===== src/rtl/twd_trans_unroll.sv =====
// twd_trans_unroll: unrolls a (possibly 2D) transfer into a sequence of 1D rows.
// Optional row-emission counter is built when TWD_TRANS_UNROLL_PERF_CNT_EN is defined.
`default_nettype none

module twd_trans_unroll #(
    parameter int unsigned ADDR_WIDTH          = 32,
    parameter int unsigned LEN_WIDTH           = 16,
    parameter int unsigned TWD_QUEUE_ADD_WIDTH = 2,
    parameter int unsigned TWD_QUEUE_WIDTH     = 2 * LEN_WIDTH
) (
    input  logic                           clk_i,
    input  logic                           rst_ni,

    input  logic                           trans_valid_i,
    output logic                           trans_ready_o,
    input  logic [ADDR_WIDTH-1:0]          trans_addr_i,
    input  logic [LEN_WIDTH-1:0]           trans_len_i,
    input  logic                           trans_twd_i,
    input  logic [TWD_QUEUE_ADD_WIDTH-1:0] trans_twd_add_i,

    output logic                           twd_rd_req_o,
    output logic [TWD_QUEUE_ADD_WIDTH-1:0] twd_rd_add_o,
    input  logic [TWD_QUEUE_WIDTH-1:0]     twd_rd_dat_i,

    output logic                           out_valid_o,
    input  logic                           out_ready_i,
    output logic [ADDR_WIDTH-1:0]          out_addr_o,
    output logic [LEN_WIDTH-1:0]           out_len_o,
    output logic                           out_last_o,

    output logic [31:0]                    perf_rows_o
);

    typedef enum logic [0:0] {
        IDLE = 1'b0,
        EMIT = 1'b1
    } state_e;

    state_e                 state;
    logic [ADDR_WIDTH-1:0]  cur_addr;
    logic [LEN_WIDTH-1:0]   remaining;
    logic [LEN_WIDTH-1:0]   row_len;
    logic [LEN_WIDTH-1:0]   stride;

    logic                   accept;
    logic                   row_handshake;
    logic [LEN_WIDTH-1:0]   cap_row_len;
    logic [LEN_WIDTH-1:0]   cap_stride;
    logic                   row_is_last;
    logic [LEN_WIDTH-1:0]   row_cur_len;
    logic [ADDR_WIDTH-1:0]  stride_ext;

    assign accept        = trans_valid_i && (state == IDLE);
    assign row_handshake = (state == EMIT) && out_ready_i;

    // The queue entry is consumed (read and released) in the accepting cycle only.
    assign twd_rd_req_o  = accept && trans_twd_i;
    assign twd_rd_add_o  = trans_twd_add_i;

    // A zero row length in the queue would never finish; treat it as a single row.
    always_comb begin
        cap_row_len = trans_len_i;
        cap_stride  = '0;
        if (trans_twd_i) begin
            cap_row_len = twd_rd_dat_i[LEN_WIDTH-1:0];
            cap_stride  = twd_rd_dat_i[2*LEN_WIDTH-1:LEN_WIDTH];
        end
        if (cap_row_len == '0) begin
            cap_row_len = trans_len_i;
        end
    end

    assign row_is_last = (remaining <= row_len);
    assign row_cur_len = row_is_last ? remaining : row_len;

    generate
        if (ADDR_WIDTH > LEN_WIDTH) begin : g_stride_ext
            assign stride_ext = {{(ADDR_WIDTH - LEN_WIDTH){1'b0}}, stride};
        end else begin : g_stride_trunc
            assign stride_ext = stride[ADDR_WIDTH-1:0];
        end
    endgenerate

    always_ff @(posedge clk_i or negedge rst_ni) begin
        if (!rst_ni) begin
            state     <= IDLE;
            cur_addr  <= '0;
            remaining <= '0;
            row_len   <= '0;
            stride    <= '0;
        end else begin
            case (state)
                IDLE: begin
                    if (accept) begin
                        cur_addr  <= trans_addr_i;
                        remaining <= trans_len_i;
                        row_len   <= cap_row_len;
                        stride    <= cap_stride;
                        state     <= EMIT;
                    end
                end
                EMIT: begin
                    if (row_handshake) begin
                        if (row_is_last) begin
                            state <= IDLE;
                        end else begin
                            remaining <= remaining - row_cur_len;
                            cur_addr  <= cur_addr + stride_ext;
                        end
                    end
                end
                default: state <= IDLE;
            endcase
        end
    end

    // Row outputs are forced to zero outside EMIT so reset clears them at once.
    assign trans_ready_o = (state == IDLE);
    assign out_valid_o   = (state == EMIT);
    assign out_addr_o    = (state == EMIT) ? cur_addr    : '0;
    assign out_len_o     = (state == EMIT) ? row_cur_len : '0;
    assign out_last_o    = (state == EMIT) && row_is_last;

`ifdef TWD_TRANS_UNROLL_PERF_CNT_EN
    logic [31:0] perf_cnt;

    always_ff @(posedge clk_i or negedge rst_ni) begin
        if (!rst_ni) begin
            perf_cnt <= '0;
        end else if (row_handshake) begin
            perf_cnt <= perf_cnt + 32'd1;
        end
    end

    assign perf_rows_o = perf_cnt;
`else
    assign perf_rows_o = '0;
`endif

endmodule

`default_nettype wire


===== config.mk =====
export PLATFORM = sky130hd
export DESIGN_NAME = twd_trans_unroll
export DESIGN_NICKNAME = d
export VERILOG_FILES = /design/src/rtl/twd_trans_unroll.sv
export SDC_FILE = /design/constraint.sdc
export NUM_CORES = 1
export LEC_CHECK = 0
export CAP_MARGIN = 5
export CORE_MARGIN = 2
export CORE_UTILIZATION = 40
export CTS_CLUSTER_DIAMETER = 100
export DETAILED_ROUTE_END_ITERATION = 8
export PLACE_DENSITY = 0.68
export SYNTH_ARGS = -nofsm -noshare
export SYNTH_HDL_FRONTEND = slang
export SYNTH_SLANG_ARGS = --single-unit

===== constraint.sdc =====
create_clock -name clk_i -period 7.3 [get_ports clk_i]
set_input_delay 1.46 -clock clk_i [delete_from_list [all_inputs] [get_ports clk_i]]
set_output_delay 1.46 -clock clk_i [all_outputs]
set_load 0.03 [all_outputs]

==> results.yml <==
power:
  p_clk_share_pct: 10.0
  combinationalPowerShare_pct: 71.4
  p_per_area_mw_per_mm2: 559
  finalPower_mw: 4.60
  leakagePower_nw: 3.59
  swShare_pct: 50.1
  intPower_mw: 2.29
  seq_power_share_pct: 18.7
  ir_worst_vdd_mv: 0.251
  power.switching_mw: 2.31
synth:
  synth_seq_cells: 81
  synth_ff_type: "dfrtp_1"
  synth-xor-area-share_pct: 2.14
  yosysSeqAreaShare_pct: 30.9
  synth-simple-area-share_pct: 20.5
  synth_area_mm2: 0.00655
  synth_cell_type_count: 71
  synthAdderAreaFrac_pct: 9.59
  netlist_instances: 798
  synth-compound-area-share_pct: 24.0
  muxShareOfSynthArea_pct: 4.20
  syn_area_per_cell_um2: 8.21
  ys_warn_count: 0
  synth_edf_count: 0
  synth_top_family_by_area: "compound AO/OA/AOI/OAI gates"
  async_flop_share_pct: 100
routing:
  wl_mm: 19.4
  dr.pass1.iters: 5
  remaining_drc_errors: 0
  avgViaCountPerCell: 5.51
  ant_nets: 0
  wl_per_cell_um: 17.1
  drtIter0Drc: 364
  vias: 6245
floorplanning:
  die_x_um: 132
  core_area_mm2: 0.0159
  die_h_um: 132
  die-area_mm2: 0.0174
  rows: 46
  initial_core_util_pct: 41.1
  num_io_pins: 173
cts:
  ctsResizeCount: 0
  clkLatencyLatePin_ps: 350
  cts_hold_buffers: 0
  clock-sinks: 81
  numCtsBuffers: 9
  path_clk_slew_ps: 60
  clk_path_buf_depth: 2
  htree_num_levels: 3
  post_cts_buffers: 0
  root_buffer: "clkbuf_16"
  cts_tree: "built"
global_routing:
  gr-total-overflow: 0
  grt.busiest_layer: "met2"
  grt_util_met2_pct: 36.5
  met1_usage_pct: 29.6
  grt_pass1_wl_mm: 31.6
  use_met3_pct: 3.31
  antenna_found_initial: 0
  grt_max_degree: 59
  track_usage_pct: 22.3
  grt_pass1_vias: 6233
placement:
  place_hpwl_mm: 13.9
  gp_congestion: 0.872
  io_buffers: 136
  pre_cts_ws_ps: 2340
worst_setup_path:
  cp-end-kind: "primary output"
  setup.worst_path.class: "flop to primary output"
  crit_path_start_kind: "flop"
  worstPathRequired_ps: 5840
  crit_arrival_ps: 3830
  crit_path_max_fanout: 19
finish:
  num_antenna_cells: 0
  syn_to_final_growth_pct: 25.7
  layout_common_cells: "clkdlybuf4s50_1 (135), nand2_1 (90), dfrtp_1 (80), a21oi_1 (67), nor2_1 (61)"
  nFillCells: 1545
  drive_above_1_share_pct: 5.01
  mostFrequentLayoutCell: "clkdlybuf4s50_1"
  final_nets: 1049
sta:
  tightestPinTransition_ps: 755
  fin_setup_tns_ps: 0
  period_share_pct: 72.4
  drv_slew: 0
  setup_slack_ps: 2010
  setup_viol: 0
  clock.fmax_mhz: 189
  clock_skew_ps: 8.97
  layout_min_cycle_time_ps: 5290
  rsz0062_at_grt: "false"
  maxSlewHeadroom_pct: 49.7
  hold_viol: 0
min_path:
  hp-class: "flop to flop"
run:
  maxCapViolations: 0
outcome:
  status: "finished clean"
## stage by stage
stage          std cells  utilization, %  cell area [um^2]  hold WS, ps
2_1_floorplan        829               -              6670          443
3_3_place_gp        1118            49.9              7950          460
3_5_place_dp        1118            49.9              7950          464
4_1_cts             1134            51.7              8240          477
5_1_grt             1134            51.7              8240          499
6_report            1134            51.7              8240          475
## power groups by stage
stage	logic, mW	clock network (mW)	registers [mW]
3_5_place_dp	3.25	0	0.865
5_1_grt	3.64	0.482	0.889
6_report	3.28	0.458	0.859
3_3_place_gp	3.24	0	0.856
2_1_floorplan	2.44	0	0.794
4_1_cts	3.28	0.466	0.857
## final cells by class
class / count / area (um^2) / area share [%]
tap: 216 / 270 / 3.28
clock buffer: 13 / 250 / 3.04
sequential: 81 / 2030 / 24.6
multi-input combinational: 640 / 4090 / 49.7
timing repair buffer: 144 / 1420 / 17.2
inverter: 37 / 139 / 1.69
clock inverter: 3 / 40.0 / 0.486
## final timing paths
kind / startpoint / endpoint / slack, ps / depth (start not counted)
min reg2reg: stride[14] / stride[14] / 480 / 2
max: remaining[11] / out_len_o[0] / 2010 / 9
max reg2reg: remaining[11] / remaining[14] / 2480 / 16
max in group asynchronous: rst_ni / out_valid_o / 5180 / 2
min: stride[14] / stride[14] / 480 / 2
min in group asynchronous: rst_ni / cur_addr[0] / 1010 / 1
## metal layers
layer / part of all wire (%) / routed length (um)
met1: 45 / 8730
met2: 46 / 8940
met3: 6.0 / 1170
met4: 2.7 / 518
met5: 0 / 0
## cell usage after synthesis (8+ instances only)
master / number / area (um^2)
clkbuf_1: 25 / 93.8
nor2b_1: 8 / 50.1
inv_1: 37 / 139
and3_1: 11 / 68.8
o211ai_1: 9 / 67.6
nand2_1: 91 / 342
o21ai_0: 49 / 245
nor2_1: 62 / 233
nor3_1: 19 / 95.1
a221oi_1: 17 / 149
buf_4: 34 / 255
xnor2_1: 11 / 96.3
dfrtp_1: 81 / 2030
mux2i_1: 23 / 230
nand3_1: 31 / 155
ha_1: 47 / 588
o21a_1: 17 / 128
a21oi_1: 67 / 335
and2_1: 27 / 169
## worst max-delay path: stages (launching register included)
cell and delay [ps]:
dfrtp_1 410, ha_1 330, nand4_1 150, or4_4 540, a21oi_2 150, nor3_1 120
nor2_4 600, mux2_2 420, and2_1 160, clkdlybuf4s50_1 590
## cells by family after synthesis
family / count (synthesis)
flops: 81
compound gates: 235
other cells: 1
simple gates: 281
xor+xnor: 16
fa+ha+maj: 49
buf+inv: 108
mux: 27
## state kept, by name, indices dropped and copies added (netlist names)
name	flops
out_valid_o	1
stride	16
cur_addr	32
row_len	16
remaining	16
Power figures use the tool's default switching activity.
